File: config.mk
export PLATFORM = sky130hd
export DESIGN_NAME = mips_state_dump_engine_flat
export DESIGN_NICKNAME = d
export VERILOG_FILES = /design/src/rtl/mips_dump_if.sv /design/src/rtl/mips_state_dump_engine.sv /design/src/flat_wrapper.sv
export SDC_FILE = /design/constraint.sdc
export NUM_CORES = 1
export LEC_CHECK = 0
export CORE_UTILIZATION = 50
export DETAILED_ROUTE_END_ITERATION = 16
export DONT_BUFFER_PORTS = 1
export GPL_ROUTABILITY_DRIVEN = 0
export SLEW_MARGIN = 5
export SYNTH_ARGS = -nofsm -noshare
export SYNTH_HDL_FRONTEND = slang
export SYNTH_SLANG_ARGS = --single-unit
File: constraint.sdc
create_clock -name clk -period 14.47 [get_ports clk]
set_clock_uncertainty 0.2 [all_clocks]
set_input_delay 2.894 -clock clk [delete_from_list [all_inputs] [get_ports clk]]
set_output_delay 2.894 -clock clk [all_outputs]
set_load 0.05 [all_outputs]
File: src/rtl/mips_dump_if.sv
// Dump stream port of the MIPS state dump engine: tagged beats under a valid/ready handshake.
interface mips_dump_if #(
  parameter int DATA_W = 32
);
  logic              out_valid;
  logic              out_ready;
  logic [1:0]        out_tag;
  logic [15:0]       out_index;
  logic [DATA_W-1:0] out_data;

  modport master (output out_valid, output out_tag, output out_index, output out_data,
                  input  out_ready);
  modport slave  (input  out_valid, input  out_tag, input  out_index, input  out_data,
                  output out_ready);
endinterface

File: src/rtl/mips_state_dump_engine.sv
// End-of-run dump unit: detects halt/timeout/request, freezes the core and streams PC, registers, memory.
// Optional trailing checksum beat is built when MIPS_DUMP_CHECKSUM_EN is defined.
module mips_state_dump_engine #(
  parameter int                 NUM_REGS    = 32,
  parameter int                 DATA_W      = 32,
  parameter logic [DATA_W-1:0]  DM_BASE     = '0,
  parameter int                 DM_WORDS    = 12,
  parameter int                 HALT_CYCLES = 4,
  parameter int                 CYCLE_LIMIT = 1000,
  localparam int                RA_W        = (NUM_REGS > 1) ? $clog2(NUM_REGS) : 1
) (
  input  logic              clk,
  input  logic              rst,
  input  logic [DATA_W-1:0] pc,
  input  logic              dump_req,
  output logic              cpu_stall,
  output logic [RA_W-1:0]   rf_raddr,
  input  logic [DATA_W-1:0] rf_rdata,
  output logic [DATA_W-1:0] dm_raddr,
  input  logic [DATA_W-1:0] dm_rdata,
  mips_dump_if.master       dump,
  output logic              done
);

`ifdef MIPS_DUMP_CHECKSUM_EN
  localparam int LAST_ITEM = NUM_REGS + DM_WORDS + 1;
`else
  localparam int LAST_ITEM = NUM_REGS + DM_WORDS;
`endif

  typedef enum logic [1:0] {ST_RUN, ST_FETCH, ST_SEND, ST_DONE} state_t;

  state_t            state_r;
  logic [31:0]       cyc_cnt_r;
  logic [31:0]       stable_cnt_r;
  logic [DATA_W-1:0] prev_pc_r;
  logic [DATA_W-1:0] snap_pc_r;
  logic [15:0]       item_r;
`ifdef MIPS_DUMP_CHECKSUM_EN
  logic [DATA_W-1:0] sum_r;
`endif

  logic              trig_s;
  logic [15:0]       nxt_item_s;
  logic [RA_W-1:0]   nxt_rf_addr_s;
  logic [DATA_W-1:0] nxt_dm_addr_s;

  // Item numbering: 0 is PC, 1..NUM_REGS registers, then memory words, then checksum.
  function automatic logic [1:0] kind_of(input logic [15:0] n);
    if (n == 16'd0) begin
      kind_of = 2'd0;
    end else if (n <= 16'(NUM_REGS)) begin
      kind_of = 2'd1;
    end else if (n <= 16'(NUM_REGS + DM_WORDS)) begin
      kind_of = 2'd2;
    end else begin
      kind_of = 2'd3;
    end
  endfunction

  // Completion detection and next-item address precomputation.
  always_comb begin
    trig_s = dump_req;
    if ((pc == prev_pc_r) && (stable_cnt_r == 32'(HALT_CYCLES - 1))) begin
      trig_s = 1'b1;
    end else if ((CYCLE_LIMIT != 0) && (cyc_cnt_r == 32'(CYCLE_LIMIT - 1))) begin
      trig_s = 1'b1;
    end else begin
      trig_s = dump_req;
    end
    nxt_item_s    = item_r + 16'd1;
    nxt_rf_addr_s = RA_W'(item_r);
    nxt_dm_addr_s = DM_BASE + (DATA_W'(nxt_item_s - 16'(NUM_REGS + 1)) << 2);
  end

  // Dump sequencer with all outputs registered.
  always_ff @(posedge clk or posedge rst) begin
    if (rst) begin
      state_r        <= ST_RUN;
      cpu_stall      <= 1'b0;
      done           <= 1'b0;
      rf_raddr       <= '0;
      dm_raddr       <= DM_BASE;
      dump.out_valid <= 1'b0;
      dump.out_tag   <= 2'd0;
      dump.out_index <= 16'd0;
      dump.out_data  <= '0;
      cyc_cnt_r      <= 32'd0;
      stable_cnt_r   <= 32'd0;
      prev_pc_r      <= '0;
      snap_pc_r      <= '0;
      item_r         <= 16'd0;
`ifdef MIPS_DUMP_CHECKSUM_EN
      sum_r          <= '0;
`endif
    end else begin
      case (state_r)
        ST_RUN: begin
          cyc_cnt_r    <= cyc_cnt_r + 32'd1;
          prev_pc_r    <= pc;
          stable_cnt_r <= (pc == prev_pc_r) ? stable_cnt_r + 32'd1 : 32'd0;
          if (trig_s) begin
            cpu_stall <= 1'b1;
            snap_pc_r <= pc;
            item_r    <= 16'd0;
`ifdef MIPS_DUMP_CHECKSUM_EN
            sum_r     <= '0;
`endif
            state_r   <= ST_FETCH;
          end
        end
        ST_FETCH: begin
          case (kind_of(item_r))
            2'd0: begin
              dump.out_tag   <= 2'd0;
              dump.out_index <= 16'd0;
              dump.out_data  <= snap_pc_r;
            end
            2'd1: begin
              dump.out_tag   <= 2'd1;
              dump.out_index <= item_r - 16'd1;
              dump.out_data  <= rf_rdata;
            end
            2'd2: begin
              dump.out_tag   <= 2'd2;
              dump.out_index <= item_r - 16'(NUM_REGS + 1);
              dump.out_data  <= dm_rdata;
            end
            default: begin
              dump.out_tag   <= 2'd3;
              dump.out_index <= 16'd0;
`ifdef MIPS_DUMP_CHECKSUM_EN
              dump.out_data  <= sum_r;
`else
              dump.out_data  <= '0;
`endif
            end
          endcase
          dump.out_valid <= 1'b1;
          state_r        <= ST_SEND;
        end
        ST_SEND: begin
          if (dump.out_valid && dump.out_ready) begin
            dump.out_valid <= 1'b0;
`ifdef MIPS_DUMP_CHECKSUM_EN
            if (dump.out_tag != 2'd3) begin
              sum_r <= sum_r + dump.out_data;
            end
`endif
            if (item_r == 16'(LAST_ITEM)) begin
              done    <= 1'b1;
              state_r <= ST_DONE;
            end else begin
              item_r <= nxt_item_s;
              // Address registers are loaded one cycle ahead so FETCH sees settled read data.
              case (kind_of(nxt_item_s))
                2'd1:    rf_raddr <= nxt_rf_addr_s;
                2'd2:    dm_raddr <= nxt_dm_addr_s;
                default: ;
              endcase
              state_r <= ST_FETCH;
            end
          end
        end
        ST_DONE: begin
          done           <= 1'b1;
          dump.out_valid <= 1'b0;
          cpu_stall      <= 1'b1;
        end
        default: begin
          state_r <= ST_RUN;
        end
      endcase
    end
  end

endmodule

File: src/flat_wrapper.sv
// flat-port wrapper written by rule: the top's interface ports become plain ports
module mips_state_dump_engine_flat 
#(
  parameter int                 NUM_REGS    = 32,
  parameter int                 DATA_W      = 32,
  parameter logic [DATA_W-1:0]  DM_BASE     = '0,
  parameter int                 DM_WORDS    = 12,
  parameter int                 HALT_CYCLES = 4,
  parameter int                 CYCLE_LIMIT = 1000,
  localparam int                RA_W        = (NUM_REGS > 1) ? $clog2(NUM_REGS) : 1
)
  (clk, rst, pc, dump_req, cpu_stall, rf_raddr, rf_rdata, dm_raddr, dm_rdata, done, dump_out_valid, dump_out_tag, dump_out_index, dump_out_data, dump_out_ready);
  mips_dump_if #(.DATA_W(DATA_W)) dump_i ();
  input  logic clk;
  input  logic rst;
  input  logic [DATA_W-1:0] pc;
  input  logic dump_req;
  output logic cpu_stall;
  output logic [RA_W-1:0] rf_raddr;
  input  logic [DATA_W-1:0] rf_rdata;
  output logic [DATA_W-1:0] dm_raddr;
  input  logic [DATA_W-1:0] dm_rdata;
  output logic done;
  output wire logic [$bits(dump_i.out_valid)-1:0] dump_out_valid;
  output wire logic [$bits(dump_i.out_tag)-1:0] dump_out_tag;
  output wire logic [$bits(dump_i.out_index)-1:0] dump_out_index;
  output wire logic [$bits(dump_i.out_data)-1:0] dump_out_data;
  input wire logic [$bits(dump_i.out_ready)-1:0] dump_out_ready;
  assign dump_out_valid = dump_i.out_valid;
  assign dump_out_tag = dump_i.out_tag;
  assign dump_out_index = dump_i.out_index;
  assign dump_out_data = dump_i.out_data;
  assign dump_i.out_ready = dump_out_ready;
  mips_state_dump_engine #(.NUM_REGS(NUM_REGS), .DATA_W(DATA_W), .DM_BASE(DM_BASE), .DM_WORDS(DM_WORDS), .HALT_CYCLES(HALT_CYCLES), .CYCLE_LIMIT(CYCLE_LIMIT)) u_core (.clk(clk), .rst(rst), .pc(pc), .dump_req(dump_req), .cpu_stall(cpu_stall), .rf_raddr(rf_raddr), .rf_rdata(rf_rdata), .dm_raddr(dm_raddr), .dm_rdata(dm_rdata), .dump(dump_i), .done(done));
endmodule
==> reports/metrics.cfg <==
[run_status]
outcome = finished clean

[synth]
synth_top_area_share_pct = 49.4
netlist_instances = 1037
yosysMostFrequentCell = dfrtp_1
synthTopCellsByArea = dfrtp_1 49%, mux2_2 7.9%, xnor2_1 7.0%
synthesis.area_sq_mm = 0.0112
syn_avg_cell_area_sq_um = 10.8
synth_edf_count = 0
synth-async-reset-ratio_pct = 100
ys.flop_type = dfrtp_1
synth.largest_area_cell = dfrtp_1
synthDistinctLibCells = 65
seq_area_frac_synth_pct = 49.4
ys_warn_count = 0
synth_common_cells = 221 x dfrtp_1, 89 x xnor2_1, 79 x mux2_2
ys_ff_latch = 221

[setup_path]
worstSetupPathType = primary input to register
worst-path-max-fanout = 32
cp-end-kind = register
cp.required_ns = 14.68
crit_arrival_ns = 5.81
startpoint_type = primary input

[floorplanning]
fp-row-count = 54
coreArea_sq_mm = 0.0219
dieArea_sq_mm = 0.0230
die_height_um = 152
start_util_pct = 51.1
ios = 190
die_w_um = 152

[timing]
clock.fmax_ghz = 0.179
tightest_slew_ns = 1.16
period_share_pct = 38.7
hold_violations = 0
setup-tns-final_ns = 0
max_slew_margin_pct = 22.8
whs_ns = 0.273
fin_crit_ns = 5.60
setup_viol = 0
final.setup.worst_slack_ns = 8.87
rsz0062_at_grt = no
drv_slew = 0

[detailed_routing]
final_antenna_net_count = 0
routed-via-count = 7720
drt_drc_violations_left = 0
drt_wl_total_um = 25400
first_pass_iters = 8
avgRoutedWirePerCell_um = 19.6
vias_per_cell = 5.95
drtIter0Drc = 537

[cells_and_area]
drive_gt1_share_pct = 15.4
fin_area_sq_mm = 0.0120
final_util_pct = 54.9
filler_cell_count = 1905
final-instance-count-excl-fill = 1298
final_nets = 1117
n_antenna_cell = 0
area_growth_pct = 7.43

[placement]
portBuffers = 0
dp_slack_ns = 8.31
dpl.hpwl_um = 17400
placed_cells = 1254
placed_cell_area_sq_mm = 0.0113

[global_routing]
antenna_found_initial = 0
grt_use_total_pct = 22.3
grt_pass1_vias = 7604
grt_pass1_wl_um = 40200
overflow = 0
grt_max_degree = 82

[clock_tree]
cts_hold_buffers = 0
cts_buffer_depth = 3
h-tree-depth = 1
insertion_delay_ns = 0.52
clock_tree.root_cell = clkbuf_16
post_cts_buffers = 0
cts_tree = built
cts-resized-gates = 0
cts_sinks = 221
cts_made_buffers = 25
clkTransAtPathRegs_ns = 0.06

[job]
drv_cap = 0

[hold_path]
hold_path.class = register to register

[power_and_ir_drop]
p_per_area_mw_per_mm2 = 101
ir_drop_mv = 0.103
switching_share_pct = 21.4
finalPower_mw = 1.22
combPwrFrac_pct = 1.6
p_leak_nw = 5.22
sequentialPowerShare_pct = 50.8
p_switching_mw = 0.260
power.share.clock_pct = 47.6
p_int_mw = 0.956

[critical path, stage by stage]
cell and delay, ns:
xnor2_1 0.17, nand4_1 0.13, nor4_1 0.65, nand3_1 0.51, a21boi_4 1.02, mux2_2 0.43
[final cells by class]
cell class,instances,area [sq um],share of cell area [%]
multi-input cells,667,5010,41.7
clock inverters,6,36.3,0.302
repair buffers,10,95.1,0.791
inverters,76,293,2.43
flip-flops and latches,221,5530,46.0
well taps,280,350,2.91
clock buffers,38,704,5.86
[power by group through the flow]
stage / clock (mW) / sequential, mW / combinational, mW
4_1_cts: 0.595 / 0.618 / 0.0205
2_1_floorplan: 0 / 0.630 / 0.0151
5_1_grt: 0.618 / 0.618 / 0.0224
3_5_place_dp: 0 / 0.629 / 0.0204
3_3_place_gp: 0 / 0.629 / 0.0204
6_report: 0.579 / 0.618 / 0.0191
[state kept, by name (all words and copies together), names as in the netlist]
| signal | cells |
|---|---|
| u_core.rf_raddr | 5 |
| u_core.dump.out_tag | 2 |
| u_core.done | 1 |
| u_core.dm_raddr | 17 |
| u_core.item_r | 16 |
| u_core.dump.out_index | 16 |
| u_core.dump.out_valid | 1 |
| u_core.stable_cnt_r | 32 |
| u_core.snap_pc_r | 32 |
| u_core.cyc_cnt_r | 32 |
| u_core.cpu_stall | 1 |
| u_core.prev_pc_r | 32 |
| u_core.dump.out_data | 32 |
| u_core.state_r | 2 |
[final timing paths]
| check | from | to | slack (ns) | depth (start not counted) |
|---|---|---|---|---|
| setup reg to reg | u_core.item_r[7] | u_core.dump.out_index[13] | 9.73 | 12 |
| hold reg to reg | u_core.cyc_cnt_r[31] | u_core.cyc_cnt_r[31] | 0.27 | 1 |
| setup / recovery | pc[5] | u_core.snap_pc_r[20] | 8.87 | 6 |
| hold / removal | u_core.cyc_cnt_r[31] | u_core.cyc_cnt_r[31] | 0.27 | 1 |
| max in group asynchronous | rst | u_core.snap_pc_r[11] | 9.81 | 3 |
| min in group asynchronous | rst | u_core.dump.out_data[6] | 2.07 | 1 |
[cell families after synthesis]
family | Yosys count | synth area share, %
mux | 98 | 10.1
fa+ha+maj | 16 | 1.79
flops | 221 | 49.4
other cells | 1 | 0.0335
simple gates | 284 | 13.4
xor+xnor | 116 | 9.08
compound gates | 151 | 10.2
buf+inv | 150 | 5.99
[layer usage]
metal,vias up,wire length [um],track usage [%],share of wire (%)
met5,-,0,0,0
met4,0,524,5.74,2.1
met3,33,1740,5.21,6.8
met2,239,12000,35.0,47
met1,3836,11200,31.0,44
li1,3612,-,-,-
[cell usage in the layout (no fill, tap or decap), types with 5 or more instances in the layout]
cell type    n
xor2_1      27
nor3_1      11
inv_1       75
and4_1       7
mux2i_1      9
and3_1       9
nand4_1     31
o22ai_1     53
nor4_1      23
clkbuf_1    10
a222oi_1    32
or4_1        6
nand3_1     41
ha_1        14
a21oi_1     12
dfrtp_1    220
nor2b_1      6
clkbuf_16   25
mux2_4      10
mux2_2      79
o21ai_0     15
xnor2_1     89
buf_4        9
nand2_1     47
nor2_1      73
or2_2        5
(Power assumes the default switching activity.)
